`config.mk`:
```
export PLATFORM = sky130hd
export DESIGN_NAME = loadable_4bit_down_counter
export DESIGN_NICKNAME = d
export VERILOG_FILES = /design/src/rtl/loadable_4bit_down_counter.sv
export SDC_FILE = /design/constraint.sdc
export NUM_CORES = 1
export LEC_CHECK = 0
export BUFFER_PORTS_ARGS = -buffer_cell sky130_fd_sc_hd__buf_2
export CORE_MARGIN = 2
export CORE_UTILIZATION = 50
export CTS_BUF_LIST = sky130_fd_sc_hd__clkbuf_4 sky130_fd_sc_hd__clkbuf_8 sky130_fd_sc_hd__clkbuf_16
export CTS_CLUSTER_DIAMETER = 50
export DETAILED_ROUTE_END_ITERATION = 10
export GPL_TIMING_DRIVEN = 0
export PLACE_DENSITY = 0.75
export SYNTH_ARGS = -nofsm -noshare
export SYNTH_HDL_FRONTEND = slang
export SYNTH_SLANG_ARGS = --single-unit
```
`constraint.sdc`:
```
create_clock -name clk -period 1.94 [get_ports clk]
set_clock_uncertainty 0.1 [all_clocks]
set_input_delay 0.097 -clock clk [delete_from_list [all_inputs] [get_ports clk]]
set_output_delay 0.097 -clock clk [all_outputs]
set_load 0.05 [all_outputs]
```
`src/rtl/loadable_4bit_down_counter.sv`:
```
// Loadable down counter / programmable interval timer.
// A load captures data_in into both the live count and the reload register.
// The counter then runs down to zero and raises tc for the one cycle in which
// data_out first shows 0. After that it either stops in DONE (one-shot) or
// reloads and keeps running (auto_reload).
// busy and done are registered copies of the state decode, so they change on
// the same edge as data_out and tc.
module loadable_4bit_down_counter #(
  parameter int WIDTH = 4
) (
  input  logic             clk,
  input  logic             rst,
  input  logic             load,
  input  logic [WIDTH-1:0] data_in,
  input  logic             en,
  input  logic             auto_reload,
  output logic [WIDTH-1:0] data_out,
  output logic             tc,
  output logic             busy,
  output logic             done
);

  typedef enum logic [1:0] {
    ST_IDLE = 2'd0,
    ST_RUN  = 2'd1,
    ST_DONE = 2'd2
  } state_t;

  localparam logic [WIDTH-1:0] CNT_ZERO = {WIDTH{1'b0}};
  localparam logic [WIDTH-1:0] CNT_ONE  = {{(WIDTH-1){1'b0}}, 1'b1};

  state_t           state_r;
  logic [WIDTH-1:0] count_r;
  logic [WIDTH-1:0] reload_r;
  logic             tc_r;
  logic             busy_r;
  logic             done_r;

  // Counter state machine: reset beats load, load beats enabled counting.
  always_ff @(posedge clk) begin
    if (rst) begin
      state_r  <= ST_IDLE;
      count_r  <= CNT_ZERO;
      reload_r <= CNT_ZERO;
      tc_r     <= 1'b0;
      busy_r   <= 1'b0;
      done_r   <= 1'b0;
    end else if (load) begin
      // A zero load has nothing to count, so it parks in IDLE.
      count_r  <= data_in;
      reload_r <= data_in;
      tc_r     <= 1'b0;
      done_r   <= 1'b0;
      if (data_in != CNT_ZERO) begin
        state_r <= ST_RUN;
        busy_r  <= 1'b1;
      end else begin
        state_r <= ST_IDLE;
        busy_r  <= 1'b0;
      end
    end else if (!en) begin
      // Disabled: everything holds, and a pending tc pulse is cleared.
      tc_r <= 1'b0;
    end else begin
      case (state_r)
        ST_IDLE: begin
          tc_r <= 1'b0;
        end
        ST_RUN: begin
          if (count_r > CNT_ONE) begin
            count_r <= count_r - CNT_ONE;
            tc_r    <= 1'b0;
          end else if (count_r == CNT_ONE) begin
            // Terminal count. auto_reload is sampled here, so a change
            // made mid-run takes effect at this decision.
            count_r <= CNT_ZERO;
            tc_r    <= 1'b1;
            if (auto_reload) begin
              state_r <= ST_RUN;
              busy_r  <= 1'b1;
              done_r  <= 1'b0;
            end else begin
              state_r <= ST_DONE;
              busy_r  <= 1'b0;
              done_r  <= 1'b1;
            end
          end else begin
            // Zero in RUN happens only in periodic mode: start the next
            // period instead of wrapping below zero.
            count_r <= reload_r;
            tc_r    <= 1'b0;
          end
        end
        ST_DONE: begin
          count_r <= CNT_ZERO;
          tc_r    <= 1'b0;
        end
        default: begin
          state_r <= ST_IDLE;
          count_r <= CNT_ZERO;
          tc_r    <= 1'b0;
          busy_r  <= 1'b0;
          done_r  <= 1'b0;
        end
      endcase
    end
  end

  assign data_out = count_r;
  assign tc       = tc_r;
  assign busy     = busy_r;
  assign done     = done_r;

endmodule

```
======== After elaboration in Yosys (flattened, before gate mapping) ========
Index checks and enable logic that the tools add are counted.
operators by class
  $add $sub $neg .......................... 1
  $lt $le $gt $ge ......................... 1
  equality and inequality tests ........... 9
  muxes and demuxes ....................... 24
  bitwise gates (word level) .............. 3
  reduce and logical (&&, ||, !) cells .... 9
operators by type and width
  cell                 number
  $mux 4               4
  $mux 1               11
  $mux 2               5
  $pmux 4 s2           1
  $reduce_and 4->1     2
  $ne 2x2->1 const B   3
  $ne 3x3->1 const B   2
  $reduce_or 5->1      1
  $eq 4x1->1 const B   1
  $gt 4x1->1 const B   1
  $pmux 1 s2           2
  $pmux 2 s2           1
  $reduce_bool 4->1    1
  $reduce_or 2->1      2
  $sub 4x1->4 const B  1
  $not 1->1            3
  $eq 2x1->1 const B   1
  $eq 2x2->1 const B   1
  $logic_not 2->1      1
  $ne 2x1->1 const B   1
  $reduce_and 2->1     1
  $reduce_bool 2->1    1
storage, ports and cells
  register bits ........................... 13
  input bits .............................. 9
  output and inout bits ................... 7
  logic and storage cells ................. 53

======== Logic depth before layout (Yosys ltp) ========
Gate-level depths: netlist (run 1).
  word-level depth ........................ 6
  gate-level depth with buffers ........... 6
  depth with buffers taken out ............ 6

======== Least setup slack after synthesis (run 1) ========
OpenSTA, ideal clock, no wires.
  path kind ............................... register -> register
  start point ............................. register count_r[0], in the netlist data_out[0]
  end point ............................... register count_r[1], in the netlist data_out[1]
  library setup time ...................... 0.117 ns
  arrival time ............................ 1.829 ns
  required time ........................... 1.723 ns
  setup slack ............................. -0.106 ns
  stages on the path, launching flop included .. 6
  buffers on the path ..................... 0
  clock period less this slack ............ 2.046 ns
  cell sequence ........................... dfxtp_1 -> ha_1 -> or3b_4 -> and3_4 -> o2111a_1 -> o22a_1
on the way
  longest elaborated chain between the ends .. 6
  elaborated cells between the ends (all ways) .. 8
  classes of those cells .................. 1 x add/sub; 1 x order compare; 1 x eq/ne; 5 x mux
ends and longest elaborated chain
  item                                                                 line  source
  start, declared                                                      33    logic [WIDTH-1:0] count_r;
  start signal, assigned                                               50    count_r <= data_in;
  start signal, assigned                                               71    count_r <= count_r - CNT_ONE;
  start signal, assigned                                               90    count_r <= reload_r;
  parallel branches: the longest is 2 deep, another holds $sub 4x1->4  -
  $mux 4 (*)                                                           70    if (count_r > CNT_ONE) begin
  $pmux 4 s2 (*)                                                       65    case (state_r)
  $mux 4 (*)                                                           61    end else if (!en) begin
  $mux 4 (*)                                                           48    end else if (load) begin
Every way passes the cells marked *. The select of a mux whose other input is x is not followed.
A chain may end at the register's enable or synchronous reset.

======== Final worst setup path (run 1) ========
  start point ............................. register count_r[1], in the netlist data_out[1]
  end point ............................... register count_r[1], in the netlist data_out[1]
The elaborated chain is that of the path after synthesis.

==> reports/metrics.csv, run 1 <==
stage,metric,value,unit
detailed_routing,routed len/inst,12.3,um
setup_path,Setup CP Type,register to register,
setup_path,Worst Path Arrival,1.82,ns
worst_hold_path,Hold/Removal Path Class,input port to register,
logic_synthesis,Synth Instances,77,
power_and_ir_drop,power density cells,775,nW/um2
logic_synthesis,yosys warns,0,
timing,final worst-path cycle share,89.6,%
global_routing,GRT Overall Usage,20.5,%
logic_synthesis,Syn Area/Cell,8.68,um2
layout,share of post-route cells with drive strength above 1,28.3,%
place,I/O Buffers,15,
setup_path,element type at the critical path end,register,
logic_synthesis,synth top area cells,"dfxtp_1, mux2i_1, nor2_1, ha_1, o21ai_0",
timing,Worst Tran Pin Value,0.418,ns
logic_synthesis,largest family of logic cells by synthesized area,simple AND/OR/NAND/NOR gates,
logic_synthesis,"Async S/R FF share, synth",0,%
floorplanning,I/O Pins,16,
clock_tree,CTS resizes,0,
global_routing,largest net degree at the start of global routing,11,
detailed_routing,Residual DRC,0,
logic_synthesis,syn_nets,88,
floorplanning,Die Area,1640,um2
setup_path,crit start category,register,
global_routing,antenna violations before repair,0,
layout,synth-to-layout area growth,24.2,%
power_and_ir_drop,clock power share,31.9,%
power_and_ir_drop,P_sw,204,uW
logic_synthesis,Adder-Cell Fraction of Synth Area,3.75,%
logic_synthesis,post-synth top area share,36.0,%
logic_synthesis,post-synthesis compound-gate area fraction,22.1,%
logic_synthesis,simple-gate share of the synthesized area,24.0,%
layout,final instance area,830,um2
timing,RSZ-0062 raised after global routing,no,
setup_path,master of the slowest instance on the critical path,or3b_4,
detailed_routing,DR vias,624,
timing,Achievable Freq,576,MHz
floorplanning,Rows,13,
clock_tree,TritonCTS clock tree,yes,
logic_synthesis,"count leader, synth",nor2_1,
clock_tree,CTS Root Cell,clkbuf_4,
logic_synthesis,Synth top cells by count,"nor2_1, dfxtp_1, mux2i_1",
power_and_ir_drop,internal power,439,uW
global_routing,vias in the first global route,523,
power_and_ir_drop,maximum VDD drop,496,uV
floorplanning,core area,1270,um2
setup_path,"critical path, cell by cell",inv_1 > ha_1 > or3b_4 > and3_4 > o2111a_1 > o22a_1,
detailed_routing,TritonRoute pass-1 iters,4,
job,Max-cap violations,0,
floorplanning,starting density of the core,52.7,%
detailed_routing,Total Wirelength,1410,um
setup_path,worst-path maximum fanout,5,
floorplanning,Die Height,40.6,um
logic_synthesis,#FFs+latches synth,12,
layout,number of diodes,0,
power_and_ir_drop,switching part of the total power,31.7,%
timing,Fin Setup TNS,0,ns
logic_synthesis,synthesized cell area,668,um2
timing,headroom to the max-slew limit,72.2,%
place,routability congestion estimate,0.763,
place,dpl hpwl,997,um
layout,Layout Nets,111,
detailed_routing,DRT antenna net count,0,
place,Placed Instance Area,763,um2
floorplanning,Chip Width,40.6,um
global_routing,global-route wire length before repair,2190,um
timing,Fin. Hold Viols,0,
power_and_ir_drop,sequential share of power,43.3,%
setup_path,CP Data Required Time,2.02,ns
global_routing,GRT Residual Overflow,0,
setup_path,CP Buf/Inv Count,1,
logic_synthesis,Synth Area in XOR/XNOR,0,%
logic_synthesis,largest area contributor in the netlist,dfxtp_1,
logic_synthesis,post-synth cell types,32,
timing,crit path time final,1.74,ns
power_and_ir_drop,Leak Pwr,0.000382,uW
clock_tree,CTS Buf Count,3,
setup_path,cell family with most CP delay,simple AND/OR/NAND/NOR gates,
timing,final-report setup violation count,0,
clock_tree,H-Tree Level Count,1,
clock_tree,worst-skew pair later-pin latency,0.28,ns
clock_tree,worst-case clock buffer depth,2,
clock_tree,clock sinks,12,
clock_tree,Post-CTS Setup Inserts,0,
clock_tree,clock-pin slew on the worst setup and hold paths,0.08,ns
logic_synthesis,post-synthesis mux area share,8.99,%
detailed_routing,vias per cell,5.47,
setup_path,largest stage delay on the critical path,0.43,ns
logic_synthesis,Post-synth EDFFs,0,
detailed_routing,drt initial violations,7,
power_and_ir_drop,combinational power share,24.8,%
timing,Slew Limit Fails,0,
run_status,status,completed,
logic_synthesis,ys flop type,dfxtp_1,
logic_synthesis,"Seq/Total Area, Yosys",36.0,%
-- worst min-delay path, cell delays in order --
cell,delay [ns]
buf_2,0.10
mux2i_1,0.07
nor2_1,0.08
-- area by class of cell --
type | count | area [um2]
flip-flops and latches | 12 | 241
multi-input cells | 58 | 393
well taps | 15 | 18.8
clock buffers | 4 | 36.3
fillers | 105 | 439
repair buffers | 18 | 105
inverters | 4 | 15.0
plain buffers | 3 | 20.0
-- metrics by stage --
step	total power [uW]	setup WS [ns]	cells	utilization, %	hold slack [ns]
2_1_floorplan	399	0.0334	77	-	0.144
3_3_place_gp	435	0.236	107	60.2	0.263
3_5_place_dp	438	0.221	107	60.2	0.275
4_1_cts	645	0.201	114	65.4	0.00985
5_1_grt	673	0.115	114	65.4	0.0197
6_report	643	0.203	114	65.4	0.00765
-- flip-flops by register name, indices dropped and copies added (netlist names) --
| signal | count |
|---|---|
| data_out | 4 |
| reload_r | 4 |
| state_r | 2 |
| done | 1 |
| tc | 1 |
-- logic make-up after synthesis --
logic type / after synthesis
fa+ha+maj: 2
flops: 12
simple gates: 30
buf+inv: 7
mux: 6
compound gates: 20
-- worst paths after layout --
kind / from / end / slack (ns) / depth (start not counted)
setup / recovery: data_out[1] / data_out[1] / 0.20 / 6
hold / removal: data_in[2] / reload_r[2] / 0.008 / 3
setup reg to reg: data_out[1] / data_out[1] / 0.20 / 6
hold reg to reg: reload_r[3] / reload_r[3] / 0.42 / 2
-- placed cells by master (no fill, tap or decap), drive strengths merged, types with 2 or more instances in the layout --
master       instances
buf                 17
a21oi                3
nor3                 2
mux2i                6
clkbuf               5
nor4                 2
o21ai                4
o21a                 2
nor2b                2
and3                 2
dlygate4sd3          3
o31ai                2
nand2                2
nor2                15
inv                  4
dfxtp               12
nand2b               2
ha                   2
-- repair_timing --
action,CTS,global route
hold buffers,3,0
endpoints found under the setup margin,0,0
hold endpoints to repair,3,0
-- power by group through the flow --
stage	Combinational, uW	Clock [uW]	Sequential, uW
finish	159	205	278
detailed placement	154	0	284
CTS	159	208	278
global route	175	217	281
global placement	152	0	283
floorplan	84.9	0	314
-- metal layers --
| metal | wire, um | global-route usage, % | part of all wire, % | vias to the layer above |
|---|---|---|---|---|
| met5 | 0 | 0 | 0 | - |
| met4 | 36 | 12.5 | 2.6 | 0 |
| met3 | 51 | 1.67 | 3.6 | 5 |
| li1 | - | - | - | 322 |
| met2 | 640 | 31.0 | 46 | 18 |
| met1 | 677 | 27.9 | 48 | 279 |
No activity file was read; power rests on OpenSTA's default activity.
==> run 2, diff against run 1 <==
--- a/config.mk
+++ b/config.mk
@@ -6,11 +6,11 @@
 export NUM_CORES = 1
 export LEC_CHECK = 0
 export BUFFER_PORTS_ARGS = -buffer_cell sky130_fd_sc_hd__buf_2
-export CORE_MARGIN = 2
-export CORE_UTILIZATION = 50
-export CTS_BUF_LIST = sky130_fd_sc_hd__clkbuf_4 sky130_fd_sc_hd__clkbuf_8 sky130_fd_sc_hd__clkbuf_16
+export CORE_AREA = 2 2 39 41
+export CTS_BUF_LIST = sky130_fd_sc_hd__clkbuf_8
 export CTS_CLUSTER_DIAMETER = 50
 export DETAILED_ROUTE_END_ITERATION = 10
+export DIE_AREA = 0 0 41 43
 export GPL_TIMING_DRIVEN = 0
 export PLACE_DENSITY = 0.75
 export SYNTH_ARGS = -nofsm -noshare
==> run 2 against run 1 <==
  * Global-route usage grew 0.33 points
  * Sequential power is essentially flat
  * Hold slack gained 0.016 ns
  * Highest routed layer unchanged
  * Routed wire length grew 1.9%
==> reports/metrics.csv, run 2 (synthesis results as in run 1) <==
stage,metric,value,unit
timing,Achievable Freq,570,MHz
detailed_routing,routed len/inst,12.8,um
layout,Layout Nets,108,
floorplanning,Chip Width,41,um
clock_tree,clock sinks,12,
job,Max-cap violations,0,
setup_path,Setup CP Type,register to register,
power_and_ir_drop,maximum VDD drop,586,uV
global_routing,antenna violations before repair,0,
worst_hold_path,Worst Hold Launch,data_in[1],
run_status,status,completed,
layout,share of post-route cells with drive strength above 1,29.2,%
detailed_routing,DR vias,614,
place,routability congestion estimate,0.798,
setup_path,reg2reg path depth,6,
global_routing,GRT Overall Usage,20.8,%
global_routing,vias in the first global route,579,
clock_tree,CTS Hold Bufs,0,
detailed_routing,vias per cell,5.48,
setup_path,CP Data Required Time,1.97,ns
floorplanning,Die Height,43,um
global_routing,GRT Residual Overflow,0,
timing,final worst-path cycle share,90.4,%
detailed_routing,TritonRoute pass-1 iters,4,
clock_tree,TritonCTS clock tree,yes,
setup_path,worst r2r dst,data_out[1],
layout,Util after Layout,59.2,%
setup_path,element type at the critical path end,register,
timing,Fin. Hold Viols,0,
detailed_routing,Residual DRC,0,
setup_path,worst-path maximum fanout,5,
layout,synth-to-layout area growth,22.7,%
timing,Worst Tran Pin Value,0.427,ns
clock_tree,worst-case clock buffer depth,2,
clock_tree,worst-skew pair later-pin latency,0.24,ns
detailed_routing,DRT antenna net count,0,
timing,RSZ-0062 raised after global routing,no,
floorplanning,I/O Pins,16,
place,I/O Buffers,15,
worst_hold_path,Hold/Removal Path Class,input port to register,
layout,number of diodes,0,
layout,most frequent cells in the layout,"buf_2, nor2_1, dfxtp_1",
setup_path,crit start category,register,
timing,final-report setup violation count,0,
worst_hold_path,WHS Path Cells,3,
detailed_routing,Total Wirelength,1430,um
global_routing,global-route wire length before repair,2480,um
setup_path,Worst Path Arrival,1.79,ns
clock_tree,CTS Root Cell,clkbuf_8,
timing,headroom to the max-slew limit,71.5,%
clock_tree,CTS resizes,0,
floorplanning,core area,1380,um2
global_routing,largest net degree at the start of global routing,11,
power_and_ir_drop,Leak Pwr,0.000377,uW
floorplanning,Die Area,1760,um2
power_and_ir_drop,power density cells,860,nW/um2
floorplanning,starting density of the core,48.3,%
timing,hold_ws,0.0235,ns
clock_tree,Post-CTS Setup Inserts,0,
floorplanning,Rows,14,
timing,Slew Limit Fails,0,
clock_tree,clock-pin slew on the worst setup and hold paths,0.05,ns
timing,Fin Setup TNS,0,ns
detailed_routing,drt initial violations,2,
power_and_ir_drop,Total Power,705,uW
layout,"most common cell after layout, fill and taps aside",buf_2,
timing,crit path time final,1.75,ns
clock_tree,CTS Buf Count,3,
setup_path,worst r2r src,data_out[1],
place,dpl hpwl,1110,um
clock_tree,H-Tree Level Count,1,
setup_path,r2r setup slk,0.19,ns
worst_hold_path,Worst Hold Endpoint,reload_r[1],
-- run 2: changes by cell type in the layout (fill, tap and decap cells not counted) --
cell           before  now
clkbuf_4            3    0
clkbuf_8            1    4
dlygate4sd3_1       3    0
-- run 2: how the worst max path moves through the flow --
stage                      from     endpoint  slack, ns  depth (start not counted)
finish              data_out[1]  data_out[1]       0.19                          6
detailed placement  data_out[1]  data_out[1]       0.19                          6
CTS                 data_out[1]  data_out[1]       0.18                          6
floorplan           data_out[1]  data_out[3]       0.03                          6
global route        data_out[1]  data_out[1]       0.13                          6
global placement    data_out[1]  data_out[1]       0.22                          6
-- run 2: stage by stage --
stage | area (um2) | instances | setup WS [ns]
floorplan | 669 | 77 | 0.0334
global placement | 764 | 108 | 0.221
detailed placement | 764 | 108 | 0.193
CTS | 820 | 112 | 0.183
global route | 820 | 112 | 0.133
finish | 820 | 112 | 0.187
-- run 2: cell type report --
type	count	area (um2)
buffer	3	20.0
sequential	12	241
tap	16	20.0
clock buffer	4	55.1
inverter	4	15.0
timing repair buffer	15	75.1
fill	120	564
multi-input combinational	58	393
-- run 2: routing by layer --
layer,wire length (um),global-route usage [%],share of wire [%],up-vias
li1,-,-,-,314
met1,689,27.6,48,282
met2,651,29.7,45,13
met3,54,4.71,3.8,5
met4,38,12.0,2.7,0
met5,0,0,0,-
-- run 2: worst max-delay path: stages, from the launching register on --
cell	delay (ns)
dfxtp_1	0.34
inv_1	0.09
ha_1	0.22
or3b_4	0.43
and3_4	0.20
o2111a_1	0.12
o22a_1	0.15
-- run 2: where the power goes --
group	internal (uW)	total [uW]	switching, uW
clock network	179	271	91.4
logic	59.5	156	96.4
registers	262	278	15.7
total	501	705	204
